--- src/rtl/stream_mux_pkg.sv ---
// Shared definitions for the stream_mux_rr block: mode encodings and the
// channel-index width helper.
package stream_mux_pkg;

    localparam logic MODE_FIXED = 1'b0;
    localparam logic MODE_RR    = 1'b1;

    // Index width for n channels, never narrower than one bit.
    function automatic int calc_sel_w(input int n);
        if (n > 1) begin
            return $clog2(n);
        end else begin
            return 1;
        end
    endfunction

endpackage

--- src/rtl/stream_mux_rr_arbiter.sv ---
// Combinational arbiter: forced index (fixed mode) or round-robin search that
// starts just after the previous grant and wraps modulo N_CH.
module rr_arbiter #(
    parameter int N_CH  = 4,
    parameter int SEL_W = 2
) (
    input  logic [N_CH-1:0]  req,
    input  logic [SEL_W-1:0] last_grant,
    input  logic             force_en,
    input  logic [SEL_W-1:0] force_idx,
    output logic [SEL_W-1:0] grant,
    output logic             gnt_vld
);

    // Grant selection; the first requester found after last_grant wins.
    always_comb begin
        int idx;
        idx     = 0;
        grant   = '0;
        gnt_vld = 1'b0;
        if (force_en) begin
            grant = force_idx;
            if (int'(force_idx) < N_CH) begin
                gnt_vld = req[force_idx];
            end else begin
                gnt_vld = 1'b0;
            end
        end else begin
            for (int k = 1; k <= N_CH; k++) begin
                idx = (int'(last_grant) + k) % N_CH;
                if (!gnt_vld && req[idx]) begin
                    grant   = SEL_W'(idx);
                    gnt_vld = 1'b1;
                end else begin
                    grant   = grant;
                    gnt_vld = gnt_vld;
                end
            end
        end
    end

endmodule

--- src/rtl/stream_mux_rr.sv ---
// N-channel registered stream multiplexer with fixed-select and round-robin
// modes, valid/ready on every port and a single output register stage.
module stream_mux_rr
    import stream_mux_pkg::*;
#(
    parameter int WIDTH = 3,
    parameter int N_CH  = 4,
    parameter int SEL_W = calc_sel_w(N_CH)
) (
    input  logic                   clk,
    input  logic                   rst_n,
    input  logic [N_CH*WIDTH-1:0]  in_data,
    input  logic [N_CH-1:0]        in_valid,
    output logic [N_CH-1:0]        in_ready,
    input  logic                   mode,
    input  logic [SEL_W-1:0]       sel,
    output logic [WIDTH-1:0]       out_data,
    output logic [SEL_W-1:0]       out_ch,
    output logic                   out_valid,
    input  logic                   out_ready
);

    logic [SEL_W-1:0] grant_s;
    logic             gnt_vld_s;
    logic             load_en_s;
    logic [WIDTH-1:0] ch_word_s;
    logic [SEL_W-1:0] last_grant_r;
    logic [WIDTH-1:0] out_data_r;
    logic [SEL_W-1:0] out_ch_r;
    logic             out_valid_r;

    rr_arbiter #(
        .N_CH  (N_CH),
        .SEL_W (SEL_W)
    ) u_arb (
        .req        (in_valid),
        .last_grant (last_grant_r),
        .force_en   (mode == MODE_FIXED),
        .force_idx  (sel),
        .grant      (grant_s),
        .gnt_vld    (gnt_vld_s)
    );

    assign load_en_s = !out_valid_r || out_ready;

    // Data mux for the granted channel.
    always_comb begin
        ch_word_s = '0;
        for (int i = 0; i < N_CH; i++) begin
            if (grant_s == SEL_W'(i)) begin
                ch_word_s = in_data[i*WIDTH +: WIDTH];
            end else begin
                ch_word_s = ch_word_s;
            end
        end
    end

    // One-hot ready to the granted producer; suppressed while reset is held.
    always_comb begin
        in_ready = '0;
        for (int i = 0; i < N_CH; i++) begin
            in_ready[i] = rst_n & load_en_s & gnt_vld_s & (grant_s == SEL_W'(i));
        end
    end

    // Output register and round-robin pointer.
    always_ff @(posedge clk or negedge rst_n) begin
        if (!rst_n) begin
            out_valid_r  <= 1'b0;
            out_data_r   <= '0;
            out_ch_r     <= '0;
            last_grant_r <= SEL_W'(N_CH - 1);
        end else if (load_en_s) begin
            if (gnt_vld_s) begin
                out_valid_r  <= 1'b1;
                out_data_r   <= ch_word_s;
                out_ch_r     <= grant_s;
                last_grant_r <= grant_s;
            end else begin
                out_valid_r  <= 1'b0;
            end
        end else begin
            out_valid_r  <= out_valid_r;
            out_data_r   <= out_data_r;
            out_ch_r     <= out_ch_r;
            last_grant_r <= last_grant_r;
        end
    end

    assign out_data  = out_data_r;
    assign out_ch    = out_ch_r;
    assign out_valid = out_valid_r;

endmodule

--- config.mk ---
export PLATFORM = sky130hd
export DESIGN_NAME = stream_mux_rr
export DESIGN_NICKNAME = d
export VERILOG_FILES = /design/src/rtl/stream_mux_pkg.sv /design/src/rtl/stream_mux_rr_arbiter.sv /design/src/rtl/stream_mux_rr.sv
export SDC_FILE = /design/constraint.sdc
export NUM_CORES = 1
export LEC_CHECK = 0
export ABC_CLOCK_PERIOD_IN_PS = 2800
export BUFFER_PORTS_ARGS = -buffer_cell sky130_fd_sc_hd__buf_2
export CAP_MARGIN = 20
export CORE_MARGIN = 2
export CORE_UTILIZATION = 42
export DETAILED_ROUTE_END_ITERATION = 10
export GPL_TIMING_DRIVEN = 0
export MAX_ROUTING_LAYER = met4
export PLACE_DENSITY = 0.76
export SLEW_MARGIN = 0
export SYNTH_ARGS = -nofsm -noshare
export SYNTH_HDL_FRONTEND = slang
export SYNTH_HIERARCHICAL = 1
export SYNTH_SLANG_ARGS = --single-unit
--- constraint.sdc ---
create_clock -name clk -period 2.8 [get_ports clk]
set_input_delay 0.42 -clock clk [delete_from_list [all_inputs] [get_ports clk]]
set_output_delay 0.42 -clock clk [all_outputs]
set_load 0.02 [all_outputs]
* Word level (Yosys, flattened, before mapping) *
Cells that the tools add are included.

word-level totals
  register bits after elaboration = 8
  output and inout port bits = 10
  logic and storage cells = 72

operators by class
  equal/unequal tests = 3
  reduce and logical (&&, ||, !) cells = 14
  multiplexer cells = 32
  add/subtract/negate cells = 4
  magnitude comparators = 5
  bitwise gates (word level) = 10

operators with widths
  operator                                                              count
  1-bit 2-to-1 mux                                                      18
  3-bit by 4-bit < comparator with 1-bit output, second input constant  4
  3-bit 2-to-1 mux                                                      4
  1-bit binary-select mux with 2-bit select                             5
  2-bit 2-to-1 mux                                                      5
  2-bit OR reduction                                                    4
  1-bit AND                                                             6
  2-bit by 1-bit adder with 2-bit output, second input constant         2
  2-bit adder, second input constant                                    2
  1-bit AND, first input constant                                       4
  2-bit == test, second input constant                                  2
  1-bit zero test                                                       4
  1-bit logical AND                                                     3
  2-bit by 3-bit < comparator with 1-bit output, second input constant  1
  2-bit by 1-bit == test with 1-bit output, second input constant       1
  2-bit zero test                                                       1
  2-bit AND reduction                                                   1
  1-bit logical OR                                                      1

* Logic depth before layout (Yosys ltp) *
  depth in word-level cells = 25
  gate-level depth with buffers = 7

* Cells and area by module *
Netlist, hierarchy kept.

modules (own cells, without submodules)
  module         instances  area an instance (um2)  cells an instance
  stream_mux_rr  1          411.6                   31
  rr_arbiter     1          172.7                   30

* Worst setup path before layout *
No wires, ideal clock.

  path type = register to output
  start = register last_grant_r[0]
  end = output port in_ready[2]
  slack = 0.346 ns
  data required time = 2.380 ns
  path buffers = 0
  cell stages (with the launch flop) = 6
  arrival time = 2.034 ns
  path through = dfstp_2 nand3_1 a32o_1 o31ai_1 inv_1 nor3_1

on the way
  longest elaborated chain between the ends = 20

RTL lines
  what                                                 RTL line                     RTL
  from (decl)                                          stream_mux_rr.sv:27          logic [SEL_W-1:0] last_grant_r;
  from (signal assigned)                               stream_mux_rr.sv:72          last_grant_r <= SEL_W'(N_CH - 1);
  from (signal assigned)                               stream_mux_rr.sv:78          last_grant_r <= grant_s;
  from (signal assigned)                               stream_mux_rr.sv:86          last_grant_r <= last_grant_r;
  2-bit by 1-bit adder with 2-bit output               stream_mux_rr_arbiter.sv:30  idx = (int'(last_grant) + k) % N_CH;
  1-bit binary-select mux with 2-bit select            stream_mux_rr_arbiter.sv:31  if (!gnt_vld && req[idx]) begin
  1-bit 2-to-1 mux (implied by the code) (2 in a row)  stream_mux_rr_arbiter.sv:31
  1-bit 2-to-1 mux                                     stream_mux_rr_arbiter.sv:31
  1-bit 2-to-1 mux                                     stream_mux_rr_arbiter.sv:21  if (force_en) begin
  1-bit zero test                                      stream_mux_rr_arbiter.sv:31
  1-bit logical AND                                    stream_mux_rr_arbiter.sv:31
  1-bit 2-to-1 mux                                     stream_mux_rr_arbiter.sv:31
  [... 4 more ...]                                     n/a
  1-bit 2-to-1 mux                                     stream_mux_rr_arbiter.sv:21
  1-bit zero test                                      stream_mux_rr_arbiter.sv:31
  1-bit logical AND                                    stream_mux_rr_arbiter.sv:31
  2-bit 2-to-1 mux *                                   stream_mux_rr_arbiter.sv:31
  2-bit 2-to-1 mux *                                   stream_mux_rr_arbiter.sv:21
  via grant_s[1]                                       stream_mux_rr.sv:23          logic [SEL_W-1:0] grant_s;
  2-bit == test *                                      stream_mux_rr.sv:62          in_ready[i] = rst_n & load_en_s & gnt_vld_s & (grant_s == SEL_W'(i));
  1-bit AND *                                          stream_mux_rr.sv:62
  to (decl)                                            stream_mux_rr.sv:14          output logic [N_CH-1:0] in_ready,

Mark *: on every way through the listed nets, which the timed path passes. The rest lies on a longest branch. The select of a mux whose other input is x is not followed.

* Worst setup path after layout *
  start = register last_grant_r[1]
  end = output port in_ready[3]

The elaborated chain is that of the path after synthesis.

==> results.md <==
* Worst supply voltage drop on vdd at 0.344 mV
* # rows at 13
* Sum of buffers and inverters on the critical path at 3
* Sequential share of power at 37.4%
* Critical path class: flop to output pin
* Yosys reg bits at 8
* Initial standard-cell utilization of the core at 44.9%
* Vias in the first global route at 456
* Fraction of power consumed by the clock network at 17.5%
* Die width at 41.3 µm
* Layout cell share with drive strength beyond 1 at 49.5%
* Logic gate share of total power at 45.1%
* I/O Buffers at 31
* Clock net sink count at 8
* Total negative slack at 0 ns
* Overall global routing resource usage at 17.5%
* Routed length per instance at 12.2 µm
* Area of the mapped netlist at 584 µm²
* Net count after synthesis at 83
* Clock edge transition at the registers on the reported setup and hold paths at 0.05 ns
* Final Net Count at 119
* Class of the most critical hold timing path: input port to async pin
* Peak fanout along the critical path at 8
* Worst rel slew slack at 58.9%
* Largest net degree at the start of global routing at 10
* Setup-failing EPs final at 0
* Shortest clock period the worst path allows after layout at 2.63 ns
* Clock Skews at 0.00343 ns
* Cell family with most CP delay: simple AND/OR/NAND/NOR gates
* CTS H-tree lvls at 1
* Synth Warn # at 6
* Number of pins exceeding their max-slew limit in the final report at 0
* Routed Antenna Nets at 0
* Clock root buffer: clkbuf_4
* Detailed placer's ending HPWL at 1.06 mm
* TritonCTS clock tree: done
* Overall die height at 41.3 µm
* Status: finished, final reports clean
* Inserted Clock Buffers at 3
* Detailed-route via count at 592
* Clock Path Buffers at 2
* Worst slew pin tran at 0.613 ns
* Power per unit of standard cell area at 617 nW/µm²
* Reg2Reg Depth at 7
* Kind of end point of the critical path: output pin
* Post-detailed-route via-to-cell ratio at 5.38
* FF-to-FF setup slack at 0.36 ns
* Yosys cell types at 24
* Antenna violations before repair at 0
* Net switching power of the design at 175 µW
* Crit. Startpoint: last_grant_r[1]
* Number of ports placed on the die boundary at 32
* Final hold vios at 0
* Top library cells by usage in the layout, fill and taps aside: buf_2, inv_1, dfrtp_1
* Residual DRC at 0
* Internal cell power at 310 µW
* Achievable clock frequency at 0.380 GHz
* Sequential area share after synthesis at 34.7%
* Data arrival time at the worst-slack endpoint at 2.21 ns
* Nature of the critical path startpoint: flop
* Layout Area Growth over Synthesis at 34.5%
* Count of TritonRoute iterations in the first routing pass at 4
* Worst slack on hold paths at 0.00706 ns
* Cell Chain, Critical Path: nand2b_1 -> a21oi_1 -> or4_1 -> o311ai_1 -> buf_6 -> inv_1 -> nor3_1 -> buf_2
* DRT Wirelength at 1.34 mm
* Final GP Congestion at 0.698
* Switching share of power at 36.1%
* Required time at the endpoint of the critical path at 2.38 ns
* Total congestion overflow at 0
* LEAKAGE at 0.390 nW
* Period utilisation layout at 93.9%
* Global-route wire length before repair at 1.83 mm
* Mean post-synth cell area at 9.58 µm²
* Setup repair after global routing missed its margin: no
* Die outline area at 1710 µm²
* Diode count at 0
* Delay of the slowest cell on the worst path at 0.59 ns
* Slowest stage cell, crit path: dfstp_2
* Number of standard cells after synthesis at 61
* Clock latency on the worst-skew pair at 0.25 ns
* Number of violations of the max-capacitance limit at 0
* Iteration-0 DRC Markers at 8
* Worst reg2reg endpoint: out_data[1]
* Placeable Area at 1300 µm²
* Start of the worst register-to-register path: last_grant_r[1]
* Most frequent standard cell in the layout excluding fill and tap cells: buf_2
[sequential cells by signal, summed over array words and instances, names as in the netlist]
register	flops
out_ch	2
out_data	3
last_grant_r	2
out_valid	1
[power by group through the flow]
stage | combinational (mW) | sequential (mW) | clock, mW
2_1_floorplan | 0.120 | 0.210 | 0
3_3_place_gp | 0.213 | 0.181 | 0
3_5_place_dp | 0.218 | 0.182 | 0
4_1_cts | 0.221 | 0.181 | 0.0901
5_1_grt | 0.237 | 0.186 | 0.0965
6_report | 0.218 | 0.181 | 0.0850
[cells in the mapped netlist]
| master | instances | area (µm²) |
|---|---|---|
| o311ai_1 | 1 | 8.76 |
| nand2b_1 | 4 | 25.0 |
| a32o_1 | 1 | 10.0 |
| dfstp_2 | 2 | 52.6 |
| a21oi_1 | 3 | 15.0 |
| dfrtp_1 | 6 | 150 |
| nand3_1 | 2 | 10.0 |
| o21ai_0 | 3 | 15.0 |
| nor3b_1 | 1 | 7.51 |
| or3b_2 | 1 | 8.76 |
| buf_6 | 1 | 11.3 |
| o31ai_1 | 1 | 7.51 |
| nor3_1 | 5 | 25.0 |
| a32oi_1 | 2 | 17.5 |
| inv_1 | 6 | 22.5 |
| or4_1 | 1 | 7.51 |
| nand2_1 | 5 | 18.8 |
| nor2_1 | 3 | 11.3 |
| mux4_2 | 3 | 67.6 |
| a21o_1 | 2 | 15.0 |
| xnor2_1 | 1 | 8.76 |
| and3_1 | 1 | 6.26 |
| mux2_2 | 5 | 56.3 |
| a31oi_1 | 1 | 6.26 |
[metrics by stage]
stage | power [mW] | utilization [%] | setup WS, ns | cells | cell area, µm²
after floorplan | 0.330 | - | 0.346 | 61 | 584
after global placement | 0.394 | 58.3 | 0.135 | 107 | 758
after detailed placement | 0.400 | 58.3 | 0.107 | 107 | 758
after CTS | 0.492 | 60.4 | 0.158 | 110 | 786
after global routing | 0.520 | 60.4 | 0.0377 | 110 | 786
final | 0.485 | 60.4 | 0.170 | 110 | 786
[cell type report]
type,count,area (µm²)
fillers,115,515
multi-input cells,46,353
flip-flops and latches,8,203
repair buffers,31,155
clock buffers,3,22.5
inverters,6,22.5
well taps,15,18.8
plain buffers,1,11.3
[worst max-delay path by stage]
| stage | slack (ns) | to | cells after the start |
|---|---|---|---|
| floorplan | 0.35 | in_ready[2] | 5 |
| global placement | 0.14 | in_ready[2] | 8 |
| detailed placement | 0.11 | in_ready[2] | 8 |
| CTS | 0.16 | in_ready[3] | 8 |
| global route | 0.04 | in_ready[1] | 8 |
| finish | 0.17 | in_ready[3] | 8 |
[cells by family after synthesis]
family                 count (synthesis)  synth area share (%)
buffers and inverters                  7                  5.78
multiplexers                           8                  21.2
AO/OA/AOI/OAI                         14                  16.3
flip-flops                             8                  34.7
XOR/XNOR                               1                  1.50
AND/OR/NAND/NOR                       23                  20.6
[metal layers]
metal	GRT usage, %	vias to the layer above	share of wire, %
met4	9.68	0	0.45
met5	-	-	0
met2	27.3	26	51
met3	3.19	2	7.2
met1	21.3	269	42
li1	-	295	-
[worst register-to-register path: stages, from the launching register on]
cell and delay, ns:
dfstp_2 0.59, nand2b_1 0.14, a21oi_1 0.06, or4_1 0.47, o311ai_1 0.12, buf_6 0.19
mux4_2 0.49, mux2_2 0.27
[what timing repair did]
item                                    in CTS  in global routing
setup buffers                                0                  0
hold buffers                                 0                  0
gates resized for setup                      1                  0
endpoints found under the setup margin       2                  0
Power figures use the tool's default switching activity.
